===== config.mk =====
export PLATFORM = sky130hd
export DESIGN_NAME = adder_lane_scheduler_flat
export DESIGN_NICKNAME = d
export VERILOG_FILES = /design/src/rtl/adder_lane_scheduler_if.sv /design/src/rtl/adder_lane_scheduler.sv /design/src/flat_wrapper.sv
export SDC_FILE = /design/constraint.sdc
export NUM_CORES = 1
export LEC_CHECK = 0
export BUFFER_PORTS_ARGS = -buffer_cell sky130_fd_sc_hd__buf_2
export CAP_MARGIN = 25
export CORE_AREA = 5 5 306 308
export CTS_CLUSTER_DIAMETER = 200
export DETAILED_ROUTE_END_ITERATION = 7
export DIE_AREA = 0 0 311 313
export GPL_TIMING_DRIVEN = 0
export HOLD_SLACK_MARGIN = 0.15
export PLACE_DENSITY = 0.31
export SYNTH_ARGS = -nofsm -noshare
export SYNTH_HDL_FRONTEND = slang
export SYNTH_SLANG_ARGS = --single-unit

===== constraint.sdc =====
create_clock -name clk -period 8.6 [get_ports clk]
set_clock_uncertainty 0.15 [all_clocks]
set_input_delay 1.72 -clock clk [delete_from_list [all_inputs] [get_ports clk]]
set_output_delay 1.72 -clock clk [all_outputs]
set_load 0.01 [all_outputs]

===== src/rtl/adder_lane_scheduler_if.sv =====
// Bundles the requester, adder and response signals of adder_lane_scheduler.
// slave is the scheduler's view; master is the view of the surrounding logic.
interface adder_lane_scheduler_if #(
  parameter int NUM_REQ = 4,
  parameter int ID_W    = 2
);
  logic [NUM_REQ-1:0]    req_valid;
  logic [NUM_REQ-1:0]    req_ready;
  logic [NUM_REQ*64-1:0] req_a;
  logic [NUM_REQ*64-1:0] req_b;
  logic [NUM_REQ-1:0]    req_ci;
  logic [NUM_REQ*2-1:0]  req_mode;
  logic [NUM_REQ-1:0]    req_chain;

  logic [63:0]           add_a;
  logic [63:0]           add_b;
  logic                  add_ci;
  logic                  split16;
  logic                  split32;
  logic                  split64;
  logic [63:0]           add_s;
  logic                  add_co;

  logic                  rsp_valid;
  logic                  rsp_ready;
  logic [ID_W-1:0]       rsp_id;
  logic [63:0]           rsp_s;
  logic                  rsp_co;

  modport slave (
    input  req_valid, req_a, req_b, req_ci, req_mode, req_chain,
    input  add_s, add_co, rsp_ready,
    output req_ready, add_a, add_b, add_ci, split16, split32, split64,
    output rsp_valid, rsp_id, rsp_s, rsp_co
  );

  modport master (
    output req_valid, req_a, req_b, req_ci, req_mode, req_chain,
    output add_s, add_co, rsp_ready,
    input  req_ready, add_a, add_b, add_ci, split16, split32, split64,
    input  rsp_valid, rsp_id, rsp_s, rsp_co
  );
endinterface


===== src/rtl/adder_lane_scheduler.sv =====
// Round-robin scheduler sharing one external split-capable 64-bit adder among NUM_REQ requesters.
// Optional feature macro CARRY_CHAIN_EN: locks the adder to one requester and chains its carry between beats.
module adder_lane_scheduler #(
  parameter int NUM_REQ = 4,
  parameter int ID_W    = 2
) (
  input  logic                  clk,
  input  logic                  rst_n,
  adder_lane_scheduler_if.slave bus
);
  typedef enum logic [1:0] {
    S_IDLE = 2'd0,
    S_EXEC = 2'd1,
    S_RESP = 2'd2
  } state_t;

  state_t          r_state;
  logic [ID_W-1:0] r_rr_ptr;
  logic [ID_W-1:0] r_owner;
  logic [ID_W-1:0] r_rsp_id;
  logic [63:0]     r_add_a;
  logic [63:0]     r_add_b;
  logic [63:0]     r_rsp_s;
  logic            r_add_ci;
  logic            r_split16;
  logic            r_split32;
  logic            r_split64;
  logic            r_rsp_valid;
  logic            r_rsp_co;

  logic [NUM_REQ-1:0] w_eligible;
  logic               w_found;
  logic [ID_W-1:0]    w_winner;
  logic [ID_W-1:0]    w_next_ptr;
  int                 w_dist;
  int                 w_best;
  logic [63:0]        w_sel_a;
  logic [63:0]        w_sel_b;
  logic [1:0]         w_sel_mode;
  logic               w_sel_ci;

`ifdef CARRY_CHAIN_EN
  logic               w_sel_chain;
  logic               r_lock;
  logic [ID_W-1:0]    r_lock_id;
  logic               r_chain_c;
  logic               r_chain;
`endif

  genvar gi;
  generate
    for (gi = 0; gi < NUM_REQ; gi++) begin : g_req
`ifdef CARRY_CHAIN_EN
      // A held lock hides every requester except the lock owner.
      assign w_eligible[gi] = bus.req_valid[gi] && (!r_lock || (r_lock_id == ID_W'(gi)));
`else
      assign w_eligible[gi] = bus.req_valid[gi];
`endif
      assign bus.req_ready[gi] = (r_state == S_IDLE) && w_found && (w_winner == ID_W'(gi));
    end
  endgenerate

  // Winner is the eligible requester at the smallest rotational distance from r_rr_ptr.
  always_comb begin
    w_found  = 1'b0;
    w_winner = '0;
    w_dist   = 0;
    w_best   = NUM_REQ;
    for (int i = 0; i < NUM_REQ; i++) begin
      if (w_eligible[i]) begin
        w_dist = (i >= int'(r_rr_ptr)) ? (i - int'(r_rr_ptr)) : (i + NUM_REQ - int'(r_rr_ptr));
        if (w_dist < w_best) begin
          w_best   = w_dist;
          w_found  = 1'b1;
          w_winner = ID_W'(i);
        end
      end
    end
  end

  always_comb begin
    w_sel_a    = '0;
    w_sel_b    = '0;
    w_sel_mode = '0;
    w_sel_ci   = 1'b0;
`ifdef CARRY_CHAIN_EN
    w_sel_chain = 1'b0;
`endif
    for (int i = 0; i < NUM_REQ; i++) begin
      if (w_winner == ID_W'(i)) begin
        w_sel_a    = bus.req_a[i*64 +: 64];
        w_sel_b    = bus.req_b[i*64 +: 64];
        w_sel_mode = bus.req_mode[i*2 +: 2];
        w_sel_ci   = bus.req_ci[i];
`ifdef CARRY_CHAIN_EN
        w_sel_chain = bus.req_chain[i];
`endif
      end
    end
  end

  assign w_next_ptr = (w_winner == ID_W'(NUM_REQ - 1)) ? '0 : (w_winner + 1'b1);

`ifndef CARRY_CHAIN_EN
  logic w_unused_chain;
  assign w_unused_chain = ^bus.req_chain;
`endif

  always_ff @(posedge clk or negedge rst_n) begin
    if (!rst_n) begin
      r_state     <= S_IDLE;
      r_rr_ptr    <= '0;
      r_owner     <= '0;
      r_add_a     <= '0;
      r_add_b     <= '0;
      r_add_ci    <= 1'b0;
      r_split16   <= 1'b0;
      r_split32   <= 1'b0;
      r_split64   <= 1'b0;
      r_rsp_valid <= 1'b0;
      r_rsp_id    <= '0;
      r_rsp_s     <= '0;
      r_rsp_co    <= 1'b0;
`ifdef CARRY_CHAIN_EN
      r_lock      <= 1'b0;
      r_lock_id   <= '0;
      r_chain_c   <= 1'b0;
      r_chain     <= 1'b0;
`endif
    end else begin
      case (r_state)
        S_IDLE: begin
          if (w_found) begin
            r_add_a   <= w_sel_a;
            r_add_b   <= w_sel_b;
            r_split64 <= |w_sel_mode;
            r_split32 <= w_sel_mode[1];
            r_split16 <= &w_sel_mode;
            r_owner   <= w_winner;
            r_state   <= S_EXEC;
`ifdef CARRY_CHAIN_EN
            r_add_ci  <= r_lock ? r_chain_c : w_sel_ci;
            r_chain   <= w_sel_chain;
            // The pointer only moves once a chain has ended.
            if (!w_sel_chain) begin
              r_rr_ptr <= w_next_ptr;
            end
`else
            r_add_ci  <= w_sel_ci;
            r_rr_ptr  <= w_next_ptr;
`endif
          end
        end
        S_EXEC: begin
          r_rsp_s     <= bus.add_s;
          r_rsp_co    <= bus.add_co;
          r_rsp_id    <= r_owner;
          r_rsp_valid <= 1'b1;
          r_state     <= S_RESP;
`ifdef CARRY_CHAIN_EN
          if (r_chain) begin
            r_chain_c <= bus.add_co;
            r_lock    <= 1'b1;
            r_lock_id <= r_owner;
          end else begin
            r_lock    <= 1'b0;
          end
`endif
        end
        S_RESP: begin
          if (bus.rsp_ready) begin
            r_rsp_valid <= 1'b0;
            r_state     <= S_IDLE;
          end
        end
        default: r_state <= S_IDLE;
      endcase
    end
  end

  assign bus.add_a     = r_add_a;
  assign bus.add_b     = r_add_b;
  assign bus.add_ci    = r_add_ci;
  assign bus.split16   = r_split16;
  assign bus.split32   = r_split32;
  assign bus.split64   = r_split64;
  assign bus.rsp_valid = r_rsp_valid;
  assign bus.rsp_id    = r_rsp_id;
  assign bus.rsp_s     = r_rsp_s;
  assign bus.rsp_co    = r_rsp_co;
endmodule

===== src/flat_wrapper.sv =====
// flat-port wrapper written by rule: the top's interface ports become plain ports
module adder_lane_scheduler_flat 
#(
  parameter int NUM_REQ = 4,
  parameter int ID_W    = 2
)
  (clk, rst_n, bus_req_valid, bus_req_a, bus_req_b, bus_req_ci, bus_req_mode, bus_req_chain, bus_add_s, bus_add_co, bus_rsp_ready, bus_req_ready, bus_add_a, bus_add_b, bus_add_ci, bus_split16, bus_split32, bus_split64, bus_rsp_valid, bus_rsp_id, bus_rsp_s, bus_rsp_co);
  adder_lane_scheduler_if #(.NUM_REQ(NUM_REQ), .ID_W(ID_W)) bus_i ();
  input  logic clk;
  input  logic rst_n;
  input wire logic [$bits(bus_i.req_valid)-1:0] bus_req_valid;
  input wire logic [$bits(bus_i.req_a)-1:0] bus_req_a;
  input wire logic [$bits(bus_i.req_b)-1:0] bus_req_b;
  input wire logic [$bits(bus_i.req_ci)-1:0] bus_req_ci;
  input wire logic [$bits(bus_i.req_mode)-1:0] bus_req_mode;
  input wire logic [$bits(bus_i.req_chain)-1:0] bus_req_chain;
  input wire logic [$bits(bus_i.add_s)-1:0] bus_add_s;
  input wire logic [$bits(bus_i.add_co)-1:0] bus_add_co;
  input wire logic [$bits(bus_i.rsp_ready)-1:0] bus_rsp_ready;
  output wire logic [$bits(bus_i.req_ready)-1:0] bus_req_ready;
  output wire logic [$bits(bus_i.add_a)-1:0] bus_add_a;
  output wire logic [$bits(bus_i.add_b)-1:0] bus_add_b;
  output wire logic [$bits(bus_i.add_ci)-1:0] bus_add_ci;
  output wire logic [$bits(bus_i.split16)-1:0] bus_split16;
  output wire logic [$bits(bus_i.split32)-1:0] bus_split32;
  output wire logic [$bits(bus_i.split64)-1:0] bus_split64;
  output wire logic [$bits(bus_i.rsp_valid)-1:0] bus_rsp_valid;
  output wire logic [$bits(bus_i.rsp_id)-1:0] bus_rsp_id;
  output wire logic [$bits(bus_i.rsp_s)-1:0] bus_rsp_s;
  output wire logic [$bits(bus_i.rsp_co)-1:0] bus_rsp_co;
  assign bus_i.req_valid = bus_req_valid;
  assign bus_i.req_a = bus_req_a;
  assign bus_i.req_b = bus_req_b;
  assign bus_i.req_ci = bus_req_ci;
  assign bus_i.req_mode = bus_req_mode;
  assign bus_i.req_chain = bus_req_chain;
  assign bus_i.add_s = bus_add_s;
  assign bus_i.add_co = bus_add_co;
  assign bus_i.rsp_ready = bus_rsp_ready;
  assign bus_req_ready = bus_i.req_ready;
  assign bus_add_a = bus_i.add_a;
  assign bus_add_b = bus_i.add_b;
  assign bus_add_ci = bus_i.add_ci;
  assign bus_split16 = bus_i.split16;
  assign bus_split32 = bus_i.split32;
  assign bus_split64 = bus_i.split64;
  assign bus_rsp_valid = bus_i.rsp_valid;
  assign bus_rsp_id = bus_i.rsp_id;
  assign bus_rsp_s = bus_i.rsp_s;
  assign bus_rsp_co = bus_i.rsp_co;
  adder_lane_scheduler #(.NUM_REQ(NUM_REQ), .ID_W(ID_W)) u_core (.clk(clk), .rst_n(rst_n), .bus(bus_i));
endmodule

# Word-level counts from Yosys, hierarchy flattened

Cells that the tools add are included.

Flip-flop bits (word level): 206
Bits of input ports: 600
Output and inout port bits: 204
Logic and storage cells: 93

$add $sub $neg: 8
Order comparisons: 7
Equal/unequal tests: 7
Multiplexer cells: 45
Reductions and logical operators: 13

Operators by type and width:

| operator                                               | count |
|---|---|
| two-way mux 64 bit                                     | 8 |
| two-way mux 32 bit                                     | 9 |
| < comparator 32 bit                                    | 3 |
| < comparator 32 x 4 -> 1 bit (second input constant)   | 1 |
| two-way mux 2 bit                                      | 12 |
| two-way mux 1 bit                                      | 14 |
| subtractor 3 x 2 -> 4 bit (first input constant)       | 3 |
| AND reduction 2 bit                                    | 4 |
| == test 2 bit (second input constant)                  | 3 |
| one-hot mux 2 bit (3 select lines)                     | 1 |
| subtractor 1 x 2 -> 3 bit (first input constant)       | 2 |
| subtractor 2 x 2 -> 3 bit (first input constant)       | 2 |
| logical AND 1 bit                                      | 5 |
| == test 2 x 1 -> 1 bit (second input constant)         | 2 |
| >= comparator 1 x 2 -> 1 bit (first input constant)    | 2 |
| logical NOT 2 bit                                      | 2 |
| adder 2 x 1 -> 2 bit (second input constant)           | 1 |
| >= comparator 2 bit (first input constant)             | 1 |
| inequality test 2 x 1 -> 1 bit (second input constant) | 1 |
| inequality test 2 bit (second input constant)          | 1 |
| one-hot mux 1 bit (2 select lines)                     | 1 |
| nonzero test 2 bit                                     | 1 |
| OR reduction 2 bit                                     | 1 |

# Longest topological paths before layout

Gate-level depths: netlist (run 1).

Word-level depth: 20
Depth in mapped cells: 29
Depth with buffers taken out: 26

# Worst setup path before layout (run 1)

No wires, ideal clock.

Kind: input port to output port
Start: input bus_req_valid[0]
End: output bus_req_ready[2]
Data arrival time: 5.731 ns
Required time: 6.730 ns
Setup slack: 0.999 ns
Stages on the path: 20
Path buffers: 3
Cell sequence: ha_1 a211oi_1 a31oi_1 mux2i_1 ha_1 o21ai_0 a22o_1 o21ai_4 nor2_1 a21o_1 ha_1 or3_1 o311a_1 o21a_1 inv_1 ha_1 clkbuf_1 clkbuf_1 clkbuf_1 and2_1

Word-level cells in the longest chain between the ends: 12
Elaborated cells on any way between the ends: 24
Those cells by class: order compare: 3; eq/ne: 1; mux: 18; reduce/logical: 2

Ends and longest elaborated chain:

| what                         | RTL line                   | source |
|---|---|---|
| start, declared              | flat_wrapper.sv:11         | `input wire logic [$bits(bus_i.req_valid)-1:0] bus_req_valid;` |
| two-way mux 32 bit (*)       | adder_lane_scheduler.sv:70 | `if (w_eligible[i]) begin` |
| < comparator 32 bit          | adder_lane_scheduler.sv:72 | `if (w_dist < w_best) begin` |
| two-way mux 32 bit           | adder_lane_scheduler.sv:72 |  |
| two-way mux 32 bit (*)       | adder_lane_scheduler.sv:70 |  |
| < comparator 32 bit          | adder_lane_scheduler.sv:72 |  |
| two-way mux 32 bit           | adder_lane_scheduler.sv:72 |  |
| two-way mux 32 bit           | adder_lane_scheduler.sv:70 |  |
| < comparator 32 bit          | adder_lane_scheduler.sv:72 |  |
| two-way mux 2 bit            | adder_lane_scheduler.sv:72 |  |
| two-way mux 2 bit (*)        | adder_lane_scheduler.sv:70 |  |
| named net u_core.w_winner[1] | adder_lane_scheduler.sv:33 | `logic [ID_W-1:0] w_winner;` |
| == test 2 bit (*)            | adder_lane_scheduler.sv:59 | `assign bus.req_ready[gi] = (r_state == S_IDLE) && w_found && (w_winner == ID_W'(gi));` |
| logical AND 1 bit (*)        | adder_lane_scheduler.sv:59 |  |
| end, declared                | flat_wrapper.sv:20         | `output wire logic [$bits(bus_i.req_ready)-1:0] bus_req_ready;` |

The timed path passes the listed nets; every way through them passes the cells marked *.

# Worst setup path in the final report (run 1)

Ends and elaborated chain as after synthesis.

==> results.txt, run 1 <==
* Cell depth of the worst min-delay path: 1
- Clock latency on the worst-skew pair: a little under 0.6 ns
- At the end of the flow, the number of nets in the layout was 2,836.
- Clock-pin slew was measured on the worst setup and hold paths at 0.06 ns.
* Length in cells of the worst reg-to-reg path: 29
* Initial antenna violation count: 13
- Layout overhead on the synthesized area: 52.38%
- In the routed design, unresolved DRC markers number 0.
- Wire length of the first global-routing pass: 115,900 µm
* Synthesized area per cell: slightly above 9 µm²
- Counting along the longest clock path gives a buffer depth of 3.
* Ports placed on the boundary: 804
* Most used flip-flop cell after synthesis: sky130_fd_sc_hd__dfrtp_1
- Unique masters post-synth: 41
- Portion of the post-synthesis area used by sequential elements: 40.29%
- Capturing point of the worst reg2reg path: u_core.bus.add_a[19]
* Die width: roughly 310 µm
- The number of failing hold endpoints at the final stage is 0.
* Minimum setup slack in the final design: 0.4435 ns
* Quantity of I/O buffers inserted on ports: 799
- After floorplanning, the core was divided into 111 placement rows.
* Register area: 5155 µm²
- Initial cell density of the core: about 14%
* CTS tree: done
- In this run the power spent charging and discharging nets is approximately 5400 µW.
* MaxCap Viol Count: 0
* Number of buffers added by the clock tree synthesis step: 29
- Startpoint of the lowest-slack hold path: u_core.bus.add_a[21]
- Worst hold path class: flop to flop
- Number of nets still failing antenna checks after routing: 0
- The worst setup path is captured at an output pin.
* Clock sinks: 206
- Remaining global-route overflow: 0
- After layout, the worst path uses between 90 and 100% of the clock period.
- Critical path's top delay family: compound AO/OA/AOI/OAI gates
- The clock network accounts for 12.5% of the total power.
- The wire-length estimate of the detail-placed layout is 69,790 µm.
- Proportion of register bits with asynchronous set or reset after synthesis: 100.0%
* Stage delay of the slowest cell on the critical path: 0.38 ns
- Max H-tree Level: 1
* Maximum clock frequency: 122.6 MHz
* Count of flip-flops with a built-in enable after synthesis: 0
- Pin count of the biggest net entering global routing: 85
- Library cell occupying the most area in the post-synthesis netlist: sky130_fd_sc_hd__dfrtp_1
- Post-route total power: 10,610 µW
- Most frequent CP cell: sky130_fd_sc_hd__ha_1
- Slowest stage cell, crit path: sky130_fd_sc_hd__clkbuf_2
* CP Class: primary input to output pin
* Overall Global Routing Usage: 16.11%
- Pwr/cell area: 544.0 nW/µm²
- The worst-case IR drop observed on VDD is around 0.16 mV.
- Area inside the core boundary: 90,830 µm²
- Hold worst-path end: u_core.bus.add_a[21]
- RePlAce Congestion: 0.9095
* Final setup violation count: 0
* Unrepaired setup endpoints after global routing: false
- Library cell with the highest instance count after synthesis: sky130_fd_sc_hd__nand2_1
* Max Transition Viols Final: 0
- Counting every instance in the synthesized netlist gives 1,386.
- Sorting the synthesized cells by how often they occur yields sky130_fd_sc_hd__nand2_1 (259), sky130_fd_sc_hd__a21oi_1 (255), sky130_fd_sc_hd__dfrtp_1 (206).
- Worst EP arrival: 6.29 ns
- Area of the multi-input gates: 7053 µm²
- Of the total power, combinational logic draws about 71%.
- Die Span Y: 313 µm
- Setup slack of the worst register-to-register path: 1.53 ns
- Before antenna repair, the detailed router went through 5 iterations.
* Vias: between 10,000 and 15,000
- Fraction of synthesized cell area taken by the top area cell type: 40.29%
- Of the cells placed in the final design, the portion with a size suffix greater than 1 is 48.31%.
- Data required time at the worst endpoint: just under 7 ns
- Top cells by area, synth: sky130_fd_sc_hd__dfrtp_1 (40%), sky130_fd_sc_hd__mux2_4 (11%), sky130_fd_sc_hd__a21oi_1 (10%), sky130_fd_sc_hd__mux2_2 (9.4%), sky130_fd_sc_hd__nand2_1 (7.6%)
- Slew margin rel.: 36.33%
- Startpoint of the worst-slack reg-to-reg timing path: u_core.r_rr_ptr[1]
* Clock tree root driver cell: sky130_fd_sc_hd__clkbuf_16
* WL final: ~84,000 µm
- Run status: complete, no violations
* Post-place setup slack: -0.9822 ns
- Yosys printed 0 warnings.
- Maximum fanout count along the critical path: 19
- Buffers & Inverters on Critical Path: 5
- Core occupancy in the finished layout: 21.46%
- Crit start category: primary input
* Internal power contribution: 5217 µW
- The floorplan step defined a die boundary enclosing 97,340 µm².
* Number of synthesized register bits: just over 200
- Fill cells in the final layout number 10,261.
- Post-synth net total: 2,000
- The cell area that synthesis handed to floorplanning was 12,790 µm².
- Part of the total power dissipated in sequential elements: 16.3%
* Series of cell instances along the critical path: buf_2 -> ha_1 -> nor2_1 -> o21a_1 -> a31oi_1 -> mux2i_1 -> ha_1 -> o21ai_0 -> a22o_1 -> o21ai_4 -> nor2_1 -> a21o_1 -> ha_1 -> or3_1 -> o311a_1 -> o21a_1 -> inv_1 -> ha_1 -> clkbuf_2 -> buf_6 -> and2_1 -> buf_2
* Worst Tran Pin Value: around 0.96 ns
* Static leakage: 0.009104 µW
- In the routed layout, each cell is associated on average with a via count of 4.124.
* Number of global-route vias before repair: around 15,000
- Switching fraction of total power: 50.81%
- After detailed routing, the average wire length per cell comes to 24.36 µm.
- After the first detailed-routing iteration, the DRC count stood at 701.
- After layout, the minimum clock period comes to 8.157 ns.
## registers in the layout, summed over array words and instances, names as in the netlist, 2 cells and up
signal / count
u_core.bus.add_a: 64
u_core.bus.add_b: 64
u_core.bus.rsp_id: 2
u_core.bus.rsp_s: 64
u_core.r_owner: 2
u_core.r_rr_ptr: 2
u_core.r_state: 2
## routing by layer
layer  up-vias  share of wire, %  GRT usage, %  wire (µm)
li1       6567                 -             -          -
met1      6947                42         19.98      34880
met2       562                51         29.31      42500
met3        87               5.4         2.955       4531
met4         6               2.1         3.169       1725
met5         -             0.050             0         42
## worst max-delay path by stage
| stage | startpoint | to | slack (ns) | depth (start not counted) |
|---|---|---|---|---|
| after floorplan | bus_req_valid[0] | bus_req_ready[2] | 1.0 | 20 |
| after global placement | bus_req_valid[0] | bus_req_ready[2] | -0.96 | 22 |
| after detailed placement | bus_req_valid[0] | bus_req_ready[2] | -0.98 | 22 |
| after CTS | bus_req_valid[0] | bus_req_ready[2] | 0.03 | 21 |
| after global routing | bus_req_valid[0] | bus_req_ready[2] | 0.06 | 22 |
| final | bus_req_valid[0] | bus_req_ready[2] | 0.44 | 22 |
## what timing repair did
item,4_1_cts,5_1_grt
hold buffers,0,0
gates resized for setup,4,9
buffers inserted,0,0
endpoints found under the setup margin,2,3
## layout by cell type, fill, tap and decap left out, types with 3 or more instances in the layout
master	synthesis	final
sky130_fd_sc_hd__bufinv_16	0	5
sky130_fd_sc_hd__clkinv_2	0	6
sky130_fd_sc_hd__buf_6	11	13
sky130_fd_sc_hd__buf_2	5	803
sky130_fd_sc_hd__and2_1	4	4
sky130_fd_sc_hd__buf_1	22	22
sky130_fd_sc_hd__a21o_1	3	3
sky130_fd_sc_hd__ha_1	14	14
sky130_fd_sc_hd__nor2_1	8	8
sky130_fd_sc_hd__o31ai_1	3	3
sky130_fd_sc_hd__mux2_4	90	90
sky130_fd_sc_hd__nor2b_1	7	7
sky130_fd_sc_hd__o21ai_0	132	132
sky130_fd_sc_hd__inv_1	10	10
sky130_fd_sc_hd__nand3b_1	126	126
sky130_fd_sc_hd__diode_2	0	6
sky130_fd_sc_hd__dfrtp_1	206	206
sky130_fd_sc_hd__clkbuf_16	0	29
sky130_fd_sc_hd__clkbuf_1	87	81
sky130_fd_sc_hd__clkbuf_2	0	5
sky130_fd_sc_hd__a221oi_1	5	5
sky130_fd_sc_hd__nand2_1	259	259
sky130_fd_sc_hd__a21oi_1	255	254
sky130_fd_sc_hd__mux2_2	107	107
sky130_fd_sc_hd__o21a_1	4	4
sky130_fd_sc_hd__mux2i_1	3	3
sky130_fd_sc_hd__buf_8	0	6
sky130_fd_sc_hd__clkbuf_8	0	6
sky130_fd_sc_hd__o31a_1	3	3
## power groups by stage
stage,Clock (µW),Sequential [µW],Combinational [µW]
final,1320,1730,7560
after floorplan,0,1910,4300
after global routing,1410,1790,8300
after global placement,0,1740,7690
after CTS,1380,1730,7780
after detailed placement,0,1740,7760
## cell families after synthesis
group                    after synthesis  share of synthesized area, %
AO/OA/AOI/OAI                        417                         17.18
multiplexers                         201                         20.30
buffers and inverters                135                         4.655
AND/OR/NAND/NOR                      413                         16.20
adder cells (fa/ha/maj)               14                         1.369
flip-flops                           206                         40.29
## per-stage QoR
step	std cells	hold WS (ns)	cell area, µm²	setup TNS, ns
after floorplan	1386	0.3046	12790	0
after global placement	3371	0.3202	18280	-4.952
after detailed placement	3380	0.3281	18440	-1.632
after CTS	3431	0.3426	19470	0
after global routing	3432	0.3606	19490	0
final	3436	0.3399	19500	0
## layout make-up
type	count	area share, %
multi-input cells	1045	36.18
inverters	10	0.1925
diodes	6	0.07701
clock inverters	14	1.059
repair buffers	808	21.33
clock buffers	39	4.223
well taps	1186	7.611
plain buffers	122	2.894
flip-flops and latches	206	26.44
(Power assumes the default switching activity.)
==> run 2, diff against run 1 <==
==> constraint.sdc (replaced) <==
create_clock -name clk -period 8.6 [get_ports clk]
set_clock_uncertainty 0.15 [all_clocks]
set_input_delay 2.15 -clock clk [delete_from_list [all_inputs] [get_ports clk]]
set_output_delay 2.15 -clock clk [all_outputs]
set_load 0.01 [all_outputs]
==> results.txt, run 2 (synthesis results as in run 1) <==
* Run status: complete, no violations
- For the pin with the worst max-slew slack, the measured transition is 1.001 ns.
- For the worst setup path, the data arrival time is between 6 and 7 ns.
* Clock tree root driver cell: sky130_fd_sc_hd__clkbuf_16
* Maximum fanout count along the critical path: 6
- The initial antenna violation count came to 13.
- In this run, the number of DRC markers left after iteration 0 of detailed routing was 666.
* Critical Path End Type: output pin
* Pin count of the biggest net entering global routing: 85
* Final instance area: between 15,000 and 20,000 µm²
* Core occupancy in the finished layout: 21.68%
* Layout overhead on the synthesized area: 53.92%
* MaxCap Viol Count: 0
* Max H-tree Level: 1
- Vias: 14,207
* Highest-count cells in the layout ignoring fill and taps: sky130_fd_sc_hd__buf_2 (802), sky130_fd_sc_hd__nand2_1 (259), sky130_fd_sc_hd__a21oi_1 (253), sky130_fd_sc_hd__dfrtp_1 (206), sky130_fd_sc_hd__o21ai_0 (131)
- # DRC: 0
- CTS saw 206 sinks.
- Data required time at the worst endpoint: approximately 6.3 ns
* Final setup violation count: 0
- Combinational fraction of design power: a little under three quarters
- Post-cts hold buffer count: 0
* CTS tree: done
- The initial utilization of the core area, before any placement, comes to 14.09%.
- At the later pin of the worst-skew pair, clock insertion delay measures 0.58 ns.
- The tightest hold path in the finished design has a slack of 0.3413 ns.
* Setup slack of the worst register-to-register path: about 1.4 ns
* Total net switching power: 5431 µW
- The number of global-route vias before repair came to between 15,000 and 20,000.
- The first global-routing pass estimated 116,100 µm of wire.
- Fraction of final layout cells sized beyond drive strength 1: roughly 50%
- The clock network is responsible for 12.3% of the overall power.
- Cell area reported after detailed placement: 18,440 µm²
- Max Transition Viols Final: 0
* WL final: 83,860 µm
* Overall Global Routing Usage: between 10% and 20%
* CP Class: primary input to output pin
- Cell internal power was estimated by the tool at around 5400 µW.
- Ports placed on the boundary: 804
- The layout has 10,247 filler cells.
* Die Span Y: about 310 µm
- Crit start category: primary input
* Maximum number of buffers from clock root to sink: 3
* Post-place setup slack: -1.842 ns
- Timing would allow up to 118.8 MHz.
- Number of nets still failing antenna checks after routing: 0
- In this run, CTS created clock tree buffers numbering 29.
- The library cell used most frequently in the layout, excluding fill and tap cells, is sky130_fd_sc_hd__buf_2.
- Dividing the final minimum period by the clock period gives 97.86%.
* Rows: 111
* Remaining global-route overflow: 0
- The region available for standard cell placement spans 90,830 µm².
- Summing internal, switching and leakage power gives 10,780 µW.
* DRT Pass-1 Iters: 5
* Final hold violations: 0
* Post-detail-place hpwl: 69,790 µm
- Number of nets in the finished design: approximately 2,800
- Static leakage: 0.009163 µW
* Die area: a little under 100,000 µm²
* Clock-pin slew of the registers on the worst-case setup and hold paths: approximately 0.06 ns
- The min-delay analysis places its worst path in the category flop to flop.
- VDD sags by at most 0.1593 mV.
- In this run switching power makes up 50.37% of total power.
- Minimum setup slack in the final design: between 0.15 and 0.2 ns
- Min cycle time layout: 8.416 ns
- In this run the tightest slew margin relative to its limit is 33.27%.
- RePlAce Congestion: 0.9095
* Die width: between 300 and 400 µm
- Registers are responsible for roughly 16% of the overall power.
- In the final routed layout, each cell accounts on average for 24.36 µm.
* Vias per cell: 4.128
- Dividing total power by cell area gives a power density of 547.5 nW/µm².
- Quantity of I/O buffers inserted on ports: 799
[run 2: cell count changes in the layout (fill, tap and decap cells not counted), moves of 2 or more]
| cell | change |
|---|---|
| sky130_fd_sc_hd__clkbuf_1 | -2 |
| sky130_fd_sc_hd__clkbuf_4 | +2 |
| sky130_fd_sc_hd__ha_4 | +3 |
| sky130_fd_sc_hd__o21a_1 | -2 |
| sky130_fd_sc_hd__buf_4 | +8 |
| sky130_fd_sc_hd__ha_1 | -6 |
| sky130_fd_sc_hd__ha_2 | +3 |
| sky130_fd_sc_hd__clkbuf_16 | +3 |
| sky130_fd_sc_hd__clkbuf_2 | -2 |
[run 2: timing repair]
action,CTS,global route
resized for setup,20,15
buffers inserted,4,5
pin swaps,1,5
setup endpoints to repair,4,7
hold endpoints to repair,0,0
[run 2: per-stage QoR]
step	instances	setup TNS (ns)
global route	3439	-0.005585
floorplan	1386	0
global placement	3371	-47.50
CTS	3432	0
finish	3442	0
detailed placement	3380	-5.553
[run 2: critical path, stage by stage]
cell	delay [ns]
sky130_fd_sc_hd__clkbuf_4	0.16
sky130_fd_sc_hd__ha_1	0.22
sky130_fd_sc_hd__nor2_1	0.15
sky130_fd_sc_hd__o21a_2	0.22
sky130_fd_sc_hd__a31oi_4	0.06
sky130_fd_sc_hd__mux2i_2	0.18
sky130_fd_sc_hd__ha_2	0.33
sky130_fd_sc_hd__o21ai_1	0.06
sky130_fd_sc_hd__a22o_1	0.23
sky130_fd_sc_hd__o21ai_4	0.16
sky130_fd_sc_hd__nor2_1	0.06
sky130_fd_sc_hd__a21o_1	0.16
sky130_fd_sc_hd__ha_1	0.21
sky130_fd_sc_hd__or3_1	0.34
sky130_fd_sc_hd__o311a_1	0.32
sky130_fd_sc_hd__o21a_4	0.24
sky130_fd_sc_hd__inv_1	0.09
sky130_fd_sc_hd__ha_2	0.21
sky130_fd_sc_hd__clkbuf_16	0.15
sky130_fd_sc_hd__clkbuf_16	0.13
sky130_fd_sc_hd__and2_1	0.12
sky130_fd_sc_hd__buf_2	0.15
[run 2: metal layers]
metal,global-route usage (%),routed length [µm]
met5,0,42
met1,20.02,35020
met3,2.955,4439
met2,29.38,42650
met4,3.169,1712
[run 2: cell type report]
cell class | count | area (µm²) | area share, %
Sequential cell | 206 | 5155 | 26.18
Antenna cell | 5 | 12.51 | 0.06353
Clock inverter | 14 | 206.4 | 1.048
Multi-Input combinational cell | 1045 | 7137 | 36.24
Inverter | 10 | 37.54 | 0.1906
Timing Repair Buffer | 817 | 4228 | 21.47
Tap cell | 1186 | 1484 | 7.535
Buffer | 120 | 610.6 | 3.100
Clock buffer | 39 | 823.3 | 4.180
[run 2: final timing paths]
check | start | endpoint | depth (start not counted)
setup / recovery | bus_req_valid[0] | bus_req_ready[2] | 22
hold / removal | u_core.bus.add_a[21] | u_core.bus.add_a[21] | 1
setup reg to reg | u_core.r_rr_ptr[1] | u_core.bus.add_a[63] | 28
hold reg to reg | u_core.bus.add_a[21] | u_core.bus.add_a[21] | 1
max in group asynchronous | rst_n | u_core.bus.add_b[13] | 2
min in group asynchronous | rst_n | u_core.bus.rsp_s[37] | 1
[run 2: power groups by stage]
stage | registers, µW | logic [µW] | clock network (µW)
2_1_floorplan | 1910 | 4300 | 0
3_3_place_gp | 1740 | 7690 | 0
3_5_place_dp | 1740 | 7760 | 0
4_1_cts | 1730 | 7900 | 1380
5_1_grt | 1790 | 8480 | 1410
6_report | 1730 | 7730 | 1320
==> run 3, diff against run 2 <==
--- a/config.mk
+++ b/config.mk
@@ -5,15 +5,15 @@
 export SDC_FILE = /design/constraint.sdc
 export NUM_CORES = 1
 export LEC_CHECK = 0
-export BUFFER_PORTS_ARGS = -buffer_cell sky130_fd_sc_hd__buf_2
 export CAP_MARGIN = 25
-export CORE_AREA = 5 5 306 308
+export CORE_AREA = 5 5 311 313
 export CTS_CLUSTER_DIAMETER = 200
 export DETAILED_ROUTE_END_ITERATION = 7
-export DIE_AREA = 0 0 311 313
+export DIE_AREA = 0 0 316 318
+export DONT_BUFFER_PORTS = 1
 export GPL_TIMING_DRIVEN = 0
 export HOLD_SLACK_MARGIN = 0.15
-export PLACE_DENSITY = 0.31
+export PLACE_DENSITY = 0.3
 export SYNTH_ARGS = -nofsm -noshare
 export SYNTH_HDL_FRONTEND = slang
 export SYNTH_SLANG_ARGS = --single-unit
==> results.txt, run 3 (synthesis results as in run 1) <==
- Commonest non-fill, non-tap cell in the layout: sky130_fd_sc_hd__nand2_1
- CP Class: primary input to output pin
- In this run the vertical extent of the chip is 318 µm.
- Walking the worst path, the cells encountered are ha_1 -> nor2_1 -> o21a_1 -> a31oi_2 -> mux2i_1 -> ha_1 -> o21ai_0 -> a22o_1 -> o21ai_4 -> nor2_1 -> a21o_1 -> ha_1 -> or3_1 -> o311a_1 -> o21a_1 -> inv_1 -> ha_1 -> buf_12 -> buf_12 -> and2_1.
- MaxCap Viol Count: 0
* Maximum fanout count along the critical path: 16
- Global routing used 23.79% of the available met2 tracks.
- The final layout contains routed wiring with a total length of 73,650 µm.
- In the routed layout, each cell is associated on average with a via count of roughly 4.2.
- Clock sinks: ~210
- Dividing the detail-routed wire length by the instance count gives 27.23 µm.
- Once layout is complete, the utilization of the core stands at roughly 17%.
- Detailed placement finished with a half-perimeter wire length of between 60,000 and 70,000 µm.
- Setup violations remaining at the end of the flow were counted as 0.
* Buffers & Inverters on Critical Path: 3
* Clock-pin slew of the registers on the worst-case setup and hold paths: 0.06 ns
* Detailed router's first-iteration violation count: 765
* Max Transition Viols Final: 0
- # DRC: 0
- Ports placed on the boundary: 804
- Pin count of the biggest net entering global routing: 207
- Clock tree root driver cell: sky130_fd_sc_hd__clkbuf_16
- Overall Global Routing Usage: between 10 and 15%
* Busiest layer in global routing: met2
- Slowest stage cell, crit path: sky130_fd_sc_hd__or3_1
- The total area inside the core boundary comes to around 94,000 µm².
* Fraction of final layout cells sized beyond drive strength 1: about a fifth
- Relative to the synthesized area, the layout overhead comes to 21.43%.
- Final instance area: 15,540 µm²
- The worst pin sits at a relative slew slack of between 30% and 40%.
* Stage delay of the slowest cell on the critical path: 0.34 ns
- Post-place setup slack: -1.336 ns
- Clock latency on the worst-skew pair: 0.58 ns
- The worst setup path is captured at an output pin.
- Number of nets in the finished design: 2,032
- The die is 316 µm wide.
- For the worst setup path, the data required time is 6.30 ns.
- Rows: 113
* Period utilisation layout: 97.41%
- The most numerous cell type found on the critical path is sky130_fd_sc_hd__ha_1.
* Highest-count cells in the layout ignoring fill and taps: sky130_fd_sc_hd__nand2_1 (259), sky130_fd_sc_hd__a21oi_1 (254), sky130_fd_sc_hd__dfrtp_1 (206), sky130_fd_sc_hd__o21ai_0 (132), sky130_fd_sc_hd__nand3b_1 (126)
- Min cycle time layout: 8.378 ns
- Global routing used 3.165% of the available met3 tracks.
* Run status: complete, no violations
- For this run, global-route usage on met1 was measured as 16.98%.
* Wire length of the first global-routing pass: a little under 100,000 µm
- Number of global-route vias before repair: 11,920
- Static timing analysis puts the maximum clock frequency at around 120 MHz.
- CTS tree: done
* RePlAce Congestion: a little over 0.9
- Hold timing on the final database bottoms out at a slack of 0.3615 ns.
* Number of nets still failing antenna checks after routing: 0
* Post-cts hold buffer count: 0
* Static leakage: about 0.0058 µW
- Once placement finished, the instance area stood at 14,510 µm².
- Critical path's top delay family: compound AO/OA/AOI/OAI gates
* Post-route total power: between 10,000 and 15,000 µW
- Across all layers, the routed design uses 11,299 vias.
- Max H-tree Level: 1
* Crit start category: primary input
* Minimum setup slack in the final design: 0.2225 ns
* Number of buffers added by the clock tree synthesis step: 27
- Remaining global-route overflow: 0
* DRT Pass-1 Iters: 7
- Worst hold path class: flop to flop
* Initial antenna violation count: 3
- Worst Tran Pin Value: just over 0.9 ns
- Final hold violations: 0
- Data on the critical path arrives at its endpoint at approximately 6 ns.
- Die area: 100,500 µm²
* Worst vdd ir: 0.1972 mV
- For this design the ratio of total power to cell area is 649.7 nW/µm².
- Initial cell density of the core: between 10% and 20%
* Maximum number of buffers from clock root to sink: 3
* Quantity of I/O buffers inserted on ports: 0
==> run 3: cell count changes in the layout (fill, tap and decap cells not counted), moves of 2 or more <==
cell and change:
sky130_fd_sc_hd__clkbuf_1 -3, sky130_fd_sc_hd__inv_6 -2, sky130_fd_sc_hd__o21a_1 +2, sky130_fd_sc_hd__buf_12 +2
sky130_fd_sc_hd__clkinvlp_4 +3, sky130_fd_sc_hd__clkbuf_8 -2, sky130_fd_sc_hd__buf_2 -797, sky130_fd_sc_hd__buf_4 -8
sky130_fd_sc_hd__ha_4 -3, sky130_fd_sc_hd__ha_2 -2, sky130_fd_sc_hd__clkbuf_16 -5, sky130_fd_sc_hd__ha_1 +5
sky130_fd_sc_hd__diode_2 -4
==> run 3: path summary, 6_finish.rpt <==
kind                                     from              endpoint  slack [ns]  depth (start not counted)
hold reg to reg             u_core.r_state[1]  u_core.bus.rsp_valid        0.36                          1
hold / removal              u_core.r_state[1]  u_core.bus.rsp_valid        0.36                          1
setup / recovery             bus_req_valid[0]      bus_req_ready[2]        0.22                         20
max in group asynchronous               rst_n  u_core.bus.add_b[30]        6.83                          0
min in group asynchronous               rst_n  u_core.bus.rsp_s[23]        1.10                          0
setup reg to reg           u_core.r_rr_ptr[1]   u_core.bus.add_a[1]        1.37                         27
==> run 3: final cells by class <==
| type | count | area, µm² |
|---|---|---|
| plain buffers | 119 | 571.8 |
| diodes | 1 | 2.502 |
| repair buffers | 9 | 150.1 |
| fillers | 10644 | 78490 |
| multi-input cells | 1045 | 7062 |
| inverters | 10 | 37.54 |
| flip-flops and latches | 206 | 5155 |
| clock buffers | 33 | 738.2 |
| clock inverters | 17 | 236.5 |
| well taps | 1265 | 1583 |
==> run 3: worst reg2reg max path, cell delays in order, from the launching register on <==
cell and delay [ns]:
sky130_fd_sc_hd__dfrtp_1 0.49, sky130_fd_sc_hd__inv_1 0.14, sky130_fd_sc_hd__ha_1 0.23, sky130_fd_sc_hd__and2_4 0.18, sky130_fd_sc_hd__inv_1 0.05, sky130_fd_sc_hd__ha_1 0.16, sky130_fd_sc_hd__nor2_1 0.07, sky130_fd_sc_hd__o21a_1 0.23
sky130_fd_sc_hd__a31oi_2 0.22, sky130_fd_sc_hd__mux2i_1 0.27, sky130_fd_sc_hd__ha_1 0.20, sky130_fd_sc_hd__o21ai_0 0.08, sky130_fd_sc_hd__a22o_1 0.23, sky130_fd_sc_hd__o21ai_4 0.18, sky130_fd_sc_hd__nor2_1 0.05, sky130_fd_sc_hd__a21o_1 0.16
sky130_fd_sc_hd__ha_1 0.21, sky130_fd_sc_hd__or3_1 0.34, sky130_fd_sc_hd__o31a_1 0.26, sky130_fd_sc_hd__a21oi_2 0.23, sky130_fd_sc_hd__a21o_1 0.15, sky130_fd_sc_hd__ha_1 0.45, sky130_fd_sc_hd__clkbuf_1 0.53, sky130_fd_sc_hd__clkbuf_1 0.75
sky130_fd_sc_hd__clkbuf_1 0.54, sky130_fd_sc_hd__nand2_1 0.13, sky130_fd_sc_hd__o21ai_0 0.25, sky130_fd_sc_hd__mux2_4 0.24
==> run 3: per-stage QoR <==
stage               std cells  setup TNS, ns
global placement         2651         -39.09
global route             2704       -0.03854
floorplan                1386              0
CTS                      2703              0
detailed placement       2658         -3.471
finish                   2705              0
==> run 3: what timing repair did <==
item,CTS,global route
endpoints found under the setup margin,4,4
pin swaps,0,1
resized for setup,11,5
setup buffers,0,2
gates cloned,0,0
==> run 3: per-layer routing <==
metal  routed length [µm]  vias to the layer above
li1                     -                     4935
met1                30110                     5702
met2                36390                      577
met3                 5433                       83
met4                 1707                        2
met5                   13                        -
==> run 3: power breakdown <==
part	internal (µW)	switching, µW	leakage, µW
Clock	763	493	0.000476
Combinational	2620	4100	0.00280
Sequential	1470	654	0.00254
